[src/rtl/reg_transfer_unit.sv]
// Register-transfer core: NREGS x WIDTH registers behind one write port, valid/ready commands.
// state    | meaning
// S_IDLE   | ready; single-cycle ops execute at the accept edge
// S_SWAP_A | R[src] <= R[dst] (R[src] already saved in tmp)
// S_SWAP_B | R[dst] <= tmp, then done
// S_CLR    | R[idx] <= 0 each edge until the last register
module reg_transfer_unit #(
  parameter int WIDTH = 4,
  parameter int NREGS = 4,
  localparam int AW = ($clog2(NREGS) < 1) ? 1 : $clog2(NREGS)
) (
  input  logic                   clk,
  input  logic                   rst,
  input  logic                   cmd_valid,
  output logic                   cmd_ready,
  input  logic [2:0]             cmd_op,
  input  logic [AW-1:0]          cmd_dst,
  input  logic [AW-1:0]          cmd_src,
  input  logic [WIDTH-1:0]       cmd_imm,
  output logic                   done,
  output logic                   err,
  output logic                   carry,
  output logic                   zero,
  input  logic [AW-1:0]          rd_addr,
  output logic [WIDTH-1:0]       rd_data,
  output logic [NREGS*WIDTH-1:0] regs_flat
);

  typedef enum logic [1:0] {S_IDLE, S_SWAP_A, S_SWAP_B, S_CLR} state_t;

  localparam logic [2:0] OP_NOP = 3'd0, OP_LDI = 3'd1, OP_INC = 3'd2, OP_DEC = 3'd3,
                         OP_MOV = 3'd4, OP_SWAP = 3'd5, OP_CLRALL = 3'd6, OP_ADD = 3'd7;
  // One extra bit so the range compare is never constant for power-of-2 NREGS
  localparam logic [AW:0]   N_LIM = (AW+1)'(NREGS);
  localparam logic [AW-1:0] LAST  = AW'(NREGS - 1);

  logic [WIDTH-1:0] regs [NREGS];
  state_t           state, state_nxt;
  logic [WIDTH-1:0] tmp, tmp_nxt;
  logic [AW-1:0]    idx, idx_nxt, sw_dst, sw_dst_nxt, sw_src, sw_src_nxt;
  logic             carry_nxt, zero_nxt, done_nxt, err_nxt;
  logic             we;
  logic [AW-1:0]    wa;
  logic [WIDTH-1:0] wd;
  logic             dst_ok, src_ok, rd_ok, uses_dst, uses_src;
  logic [WIDTH-1:0] r_dst, r_src;
  logic [WIDTH:0]   sum;

  assign dst_ok   = {1'b0, cmd_dst} < N_LIM;
  assign src_ok   = {1'b0, cmd_src} < N_LIM;
  assign rd_ok    = {1'b0, rd_addr} < N_LIM;
  assign uses_dst = cmd_op inside {OP_LDI, OP_INC, OP_DEC, OP_MOV, OP_SWAP, OP_ADD};
  assign uses_src = cmd_op inside {OP_MOV, OP_SWAP, OP_ADD};
  assign r_dst    = dst_ok ? regs[cmd_dst] : '0;
  assign r_src    = src_ok ? regs[cmd_src] : '0;
  assign sum      = {1'b0, r_dst} + {1'b0, r_src};

  assign cmd_ready = (state == S_IDLE);
  assign rd_data   = rd_ok ? regs[rd_addr] : '0;

  always_comb begin
    regs_flat = '0;
    for (int i = 0; i < NREGS; i++) regs_flat[i*WIDTH +: WIDTH] = regs[i];
  end

  always_comb begin
    state_nxt  = state;
    tmp_nxt    = tmp;
    idx_nxt    = idx;
    sw_dst_nxt = sw_dst;
    sw_src_nxt = sw_src;
    carry_nxt  = carry;
    zero_nxt   = zero;
    done_nxt   = 1'b0;
    err_nxt    = 1'b0;
    we         = 1'b0;
    wa         = cmd_dst;
    wd         = cmd_imm;
    case (state)
      S_IDLE: begin
        if (cmd_valid) begin
          if ((uses_dst && !dst_ok) || (uses_src && !src_ok)) begin
            err_nxt = 1'b1;
          end else begin
            case (cmd_op)
              OP_NOP: done_nxt = 1'b1;
              OP_LDI: begin
                we = 1'b1;
                wd = cmd_imm;
                zero_nxt = (wd == '0);
                done_nxt = 1'b1;
              end
              OP_INC: begin
                we = 1'b1;
                wd = r_dst + WIDTH'(1);
                carry_nxt = &r_dst;
                zero_nxt = (wd == '0);
                done_nxt = 1'b1;
              end
              OP_DEC: begin
                we = 1'b1;
                wd = r_dst - WIDTH'(1);
                carry_nxt = (r_dst == '0);
                zero_nxt = (wd == '0);
                done_nxt = 1'b1;
              end
              OP_MOV: begin
                we = 1'b1;
                wd = r_src;
                zero_nxt = (wd == '0);
                done_nxt = 1'b1;
              end
              OP_ADD: begin
                we = 1'b1;
                wd = sum[WIDTH-1:0];
                carry_nxt = sum[WIDTH];
                zero_nxt = (wd == '0);
                done_nxt = 1'b1;
              end
              OP_SWAP: begin
                tmp_nxt    = r_src;
                sw_dst_nxt = cmd_dst;
                sw_src_nxt = cmd_src;
                state_nxt  = S_SWAP_A;
              end
              default: begin
                idx_nxt   = '0;
                state_nxt = S_CLR;
              end
            endcase
          end
        end
      end
      S_SWAP_A: begin
        we = 1'b1;
        wa = sw_src;
        wd = regs[sw_dst];
        state_nxt = S_SWAP_B;
      end
      S_SWAP_B: begin
        we = 1'b1;
        wa = sw_dst;
        wd = tmp;
        state_nxt = S_IDLE;
        done_nxt = 1'b1;
      end
      S_CLR: begin
        we = 1'b1;
        wa = idx;
        wd = '0;
        idx_nxt = idx + AW'(1);
        if (idx == LAST) begin
          state_nxt = S_IDLE;
          done_nxt  = 1'b1;
          zero_nxt  = 1'b1;
          carry_nxt = 1'b0;
        end
      end
      default: state_nxt = S_IDLE;
    endcase
  end

  always_ff @(posedge clk or posedge rst) begin
    if (rst) begin
      for (int i = 0; i < NREGS; i++) regs[i] <= '0;
      state  <= S_IDLE;
      tmp    <= '0;
      idx    <= '0;
      sw_dst <= '0;
      sw_src <= '0;
      carry  <= 1'b0;
      zero   <= 1'b0;
      done   <= 1'b0;
      err    <= 1'b0;
    end else begin
      if (we) regs[wa] <= wd;
      state  <= state_nxt;
      tmp    <= tmp_nxt;
      idx    <= idx_nxt;
      sw_dst <= sw_dst_nxt;
      sw_src <= sw_src_nxt;
      carry  <= carry_nxt;
      zero   <= zero_nxt;
      done   <= done_nxt;
      err    <= err_nxt;
    end
  end

endmodule

[config.mk]
export PLATFORM = sky130hd
export DESIGN_NAME = reg_transfer_unit
export DESIGN_NICKNAME = d
export VERILOG_FILES = /design/src/rtl/reg_transfer_unit.sv
export SDC_FILE = /design/constraint.sdc
export NUM_CORES = 1
export LEC_CHECK = 0
export CAP_MARGIN = 5
export CORE_MARGIN = 1.5
export CORE_UTILIZATION = 50
export CTS_CLUSTER_SIZE = 12
export DETAILED_ROUTE_END_ITERATION = 8
export PLACE_DENSITY = 0.76
export SLEW_MARGIN = 20
export SYNTH_ARGS = -nofsm -noshare
export SYNTH_HDL_FRONTEND = slang
export SYNTH_SLANG_ARGS = --single-unit
[constraint.sdc]
create_clock -name clk -period 3.95 [get_ports clk]
set_clock_uncertainty 0.1 [all_clocks]
set_input_delay 0.5925 -clock clk [delete_from_list [all_inputs] [get_ports clk]]
set_output_delay 0.5925 -clock clk [all_outputs]
set_load 0.01 [all_outputs]
## Word-level counts from Yosys, hierarchy flattened

Cells that the tools add are included.

- Register bits after elaboration: 31
- Output and inout bits: 25
- Word-level logic and storage cells: 104
- Input port bits: 16

- Bitwise operators: 5
- Mux-type cells: 41
- Reductions and logical operators: 20
- Add/sub/neg operators: 4
- Order comparisons: 6
- Equal/unequal tests: 16

Operators with widths:

| operator | number |
|---|---|
| $mux W4 | 10 |
| $bmux W4 S2 | 4 |
| $pmux W4 S4 | 2 |
| $logic_not A4 Y1 | 6 |
| $bwmux W16 | 1 |
| $ge A3 B3 Y1 const B | 5 |
| $not A2 Y3 | 5 |
| $reduce_and A4 Y1 | 3 |
| $eq A3 B3 Y1 const B | 3 |
| $mux W1 | 9 |
| $reduce_and A3 Y1 | 3 |
| $demux W4 S2 | 1 |
| $mux W2 | 4 |
| $ne A2 B2 Y1 const B | 4 |
| $pmux W2 S2 | 2 |
| $pmux W2 S4 | 1 |
| $reduce_or A7 Y1 | 1 |
| $eq A2 B2 Y1 const B | 3 |
| $eq A3 B2 Y1 const B | 2 |
| $ne A6 B1 Y1 const B | 1 |
| $pmux W1 S2 | 3 |
| $pmux W1 S3 | 2 |
| $pmux W2 S3 | 1 |
| $reduce_or A6 Y1 | 1 |
| 15 further kinds | 15 |

## Longest topological paths before layout

- Depth in word-level cells: 9
- Depth in mapped cells: 10

## Worst setup path before layout

No wires, ideal clock.

- Path type: input -> register
- Start: input port cmd_dst[0]
- End: register regs (netlist bit regs_flat[2])
- Data required time: 3.725 ns
- Slack: 0.772 ns
- Buffers on the path: 1
- Stages: 10
- Arrival: 2.954 ns
- Path through: buf_6 -> mux4_2 -> ha_1 -> fa_1 -> xor2_1 -> o21ai_0 -> a21oi_1 -> nor4b_2 -> o41ai_2 -> mux2_2

- Cells in the longest elaborated chain, start to end: 9
- Elaborated cells between the ends (all ways): 18

Ends and longest elaborated chain:

| what | line | RTL |
|---|---|---|
| start, declared | 17 | `input logic [AW-1:0] cmd_dst,` |
| $not A2 Y3 (implied by the code) | 54 | `assign r_dst = dst_ok ? regs[cmd_dst] : '0;` |
| $bmux W4 S2 | 54 |  |
| $mux W4 (implied by the code) (2 in a row) | 54 |  |
| $add A4 B4 Y5, or another cell as far along | 56 | `assign sum = {1'b0, r_dst} + {1'b0, r_src};` |
| $pmux W4 S4 | 85 | `case (cmd_op)` |
| $mux W4 | 81 | `if (cmd_valid) begin` |
| $pmux W4 S4 | 79 | `case (state)` |
| $bwmux W16 * | 176 | `if (we) regs[wa] <= wd;` |
| end signal, assigned by index | 176 |  |
| end, declared | 37 | `logic [WIDTH-1:0] regs [NREGS];` |

Every way passes the cells marked *; elsewhere a longest branch is shown, timed or not. The select of a mux whose other input is x is not followed.
A chain may end at the register's enable or synchronous reset.

## Worst setup path in the final report

Same ends and word-level chain as after synthesis.

==> summary.txt <==
Worst setup path
  – R2r endpoint: regs_flat[2]$_DFFE_PP0P_
  – Worst r2r path cells: 9
  – Worst setup SP type: primary input
  – Critical Path AT: roughly 3700 ps
  – Worst setup path endpoint: regs_flat[2]$_DFFE_PP0P_
  – CP max FO: 5
  – Critical Path RT: 4080 ps
  – R2R Path Start: regs_flat[12]$_DFFE_PP0P_
  – Worst setup path start: cmd_dst[0]
  – Crit. End Element: flop
  – Reg-to-reg setup timing slack: 890 ps
  – Crit Path Class: in -> reg

Place
  – Post-DP HPWL: 4730 um
  – Number of port buffers: 39
  – Final weighted congestion in routability-driven placement: about 0.94
  – Dpl cells: approximately 320

Die
  – IO Pins: 41
  – Die W: roughly 73 um
  – Starting density of the core: approximately half
  – Die area: 5330 um^2
  – Vert. Die Dim: 73.0 um
  – Core Box Area: between 4000 and 5000 um^2
  – FP Rows: 25

CTS
  – H-tree Lvls: 2
  – Worst-Skew Late Latency: 290 ps
  – Post-CTS sizing: 0
  – Cts hold-fix bufs: 0
  – CTS tree: yes
  – TritonCTS sink count: 31
  – Worst-path clk slew: around 60 ps
  – Clock buffer count from CTS: 5
  – Clk buf depth: 2
  – Post-CTS setup buffers: 0
  – Root Buffer: clkbuf_8

Timing
  – Relative slew slack: between 40% and 50%
  – Slew Limit Fails: 0
  – Clock period minus worst slack: between 3000 and 4000 ps
  – FMAX: ~0.28 GHz
  – Final hold vios: 0
  – RSZ-0062 raised after global routing: no
  – TNS Setup: 0 ps
  – Worst-Margin Slew: around 760 ps
  – Setup violations, final: 0
  – Share of the cycle needed by the critical path after routing: 90.3%

Pwr
  – Worst vdd ir: around 0.39 mV
  – Leak pwr: between 1 and 1.5 nW
  – PwrDens: slightly below 700 nW/um^2

Drt
  – Vias: 2,062
  – Detail Route Antenna Nets: 0
  – TritonRoute pass-1 iters: 6
  – First DRT Iteration DRCs: roughly 200
  – Via/cell ratio: a little over 6
  – WL final: roughly 6300 um
  – Wire length per cell: 19.1 um
  – Drt drc: 0

Synthesis
  – Syn. warnings: 0
  – Synth area leaders: dfrtp_1, mux4_2, mux2_2
  – Syn Std Cell Area: between 2000 and 2500 um^2
  – Async S/R FF share, synth: 100%
  – Main synth FF type: dfrtp_1
  – Post-synth EDFFs: 0
  – Syn avg cell area: roughly 11 um^2
  – Cell variety after synth: 55
  – Cell count after synthesis: roughly 220
  – Seq/Total Area, Yosys: between 30% and 40%
  – Synth Net Count: 250
  – Area leader, netlist: dfrtp_1
  – #FFs+latches synth: 31
  – Share of the synthesized area in the top cell type: approximately a third

Layout
  – Post-layout util: a little under two thirds
  – Layout cells sized above 1: roughly a quarter
  – Ant. Diodes: 0
  – Non-Filler Instances: between 300 and 400
  – Nets: slightly below 300
  – Synth-to-layout area growth: 22.6%

Global routing
  – Initial antenna violation count: 0
  – Total GRT Usage: a little over a quarter
  – Largest net degree at the start of global routing: 32
  – Vias in the first global route: between 2,000 and 2,500
  – First-pass GRT wire length: approximately 10,000 um
  – Grt total ovfl: 0

Hold path
  – HP Class: reg -> reg
  – Hold Startpoint: tmp[2]$_DFFE_PP0P_

Job
  – Max-cap violations: 0

Status
  – Outcome: finished clean
-- report_power, final --
part / switching (mW) / internal (mW) / leakage, nW
clock network: 0.119 / 0.136 / 0.0470
logic: 0.531 / 0.667 / 0.798
registers: 0.164 / 0.440 / 0.383
total: 0.814 / 1.24 / 1.23
-- state kept, by name, indices dropped and copies added, names as in the netlist --
name / count
done: 1
tmp: 4
sw_src: 2
sw_dst: 2
idx: 2
regs_flat: 16
carry: 1
zero: 1
state: 2
-- worst min-delay path by stage --
stage,endpoint,depth (start not counted),slack [ps]
after floorplan,sw_src[0]$_DFFE_PP0P_,1,370
after global placement,sw_src[0]$_DFFE_PP0P_,1,380
after detailed placement,sw_src[1]$_DFFE_PP0P_,1,400
after CTS,sw_src[1]$_DFFE_PP0P_,1,410
after global routing,tmp[2]$_DFFE_PP0P_,1,440
final,tmp[2]$_DFFE_PP0P_,1,420
-- metrics by stage --
| step | hold WS [ps] | setup WS (ps) | area [um^2] | total power, mW |
|---|---|---|---|---|
| after floorplan | 372 | 772 | 2450 | 1.35 |
| after global placement | 383 | 160 | 2920 | 1.75 |
| after detailed placement | 396 | 49.8 | 2920 | 1.79 |
| after CTS | 410 | 401 | 3000 | 2.06 |
| after global routing | 438 | 163 | 3000 | 2.19 |
| final | 416 | 384 | 3000 | 2.06 |
-- worst max-delay path, cell delays in order --
cell	delay [ps]
clkdlybuf4s50_1	600
mux4_2	590
ha_1	240
fa_1	420
xor2_1	210
o21ai_0	110
a21oi_1	200
nor4b_2	70
o41ai_2	420
mux2_2	230
-- synth_stat cells (2+ instances only) --
cell type and number:
a21boi_0 3, a21o_1 3, a21oi_1 7, a22oi_1 3, a311oi_1 2, a31oi_1 2
and2_1 2, buf_4 2, buf_6 2, clkbuf_1 8, dfrtp_1 31, ha_1 10
inv_1 8, mux2_2 23, mux4_1 2, mux4_2 16, nand2_1 22, nand3_1 4
nor2_1 14, nor2b_1 4, nor3_1 5, o21ai_0 6, o221ai_1 2, o22ai_1 3
or3_1 2, or4_1 2, xnor2_1 3, xor2_1 5
-- per-layer routing --
layer / share of wire (%) / vias to the layer above / GRT usage [%]
met5: 0 / - / 0
met4: 2.7 / 0 / 10.1
met3: 7.3 / 19 / 6.22
met2: 48 / 104 / 40.9
met1: 42 / 1009 / 34.8
li1: - / 930 / -
-- cells in the final DEF (no fill, tap or decap), types with 3 or more instances in the layout --
cell and instances:
mux4_2 16, mux2_2 23, a21o_1 3, clkbuf_8 6, nor2b_1 4, ha_1 10
o22ai_1 3, nand3_1 4, xnor2_1 3, nand2_1 22, a21oi_1 7, o21ai_0 6
a22oi_1 3, dfrtp_1 31, buf_4 9, nor3_1 5, nor2_1 14, inv_1 8
clkdlybuf4s50_1 39, a21boi_0 3, xor2_1 5
-- logic make-up (layout without fill, tap and decap cells) --
logic type                 after synthesis  after routing  synth area share [%]
DFF                                     31             31                  31.6
AOI/OAI and AO/OA                       45             45                  13.9
and+or+nand+nor                         63             63                  13.1
other                                    1              1                 0.153
adders and majority gates               11             11                  5.92
buffers and inverters                   22             63                  4.34
muxes                                   41             41                  27.4
xor gates and xnor gates                 9              9                  3.52
-- cell type report --
type / count / area (um^2)
fillers: 378 / 1720
multi-input cells: 170 / 1570
clock buffers: 6 / 82.6
repair buffers: 48 / 458
clock inverters: 1 / 5.00
flip-flops and latches: 31 / 776
well taps: 67 / 83.8
inverters: 8 / 30.0
No activity file was read; power rests on OpenSTA's default activity.
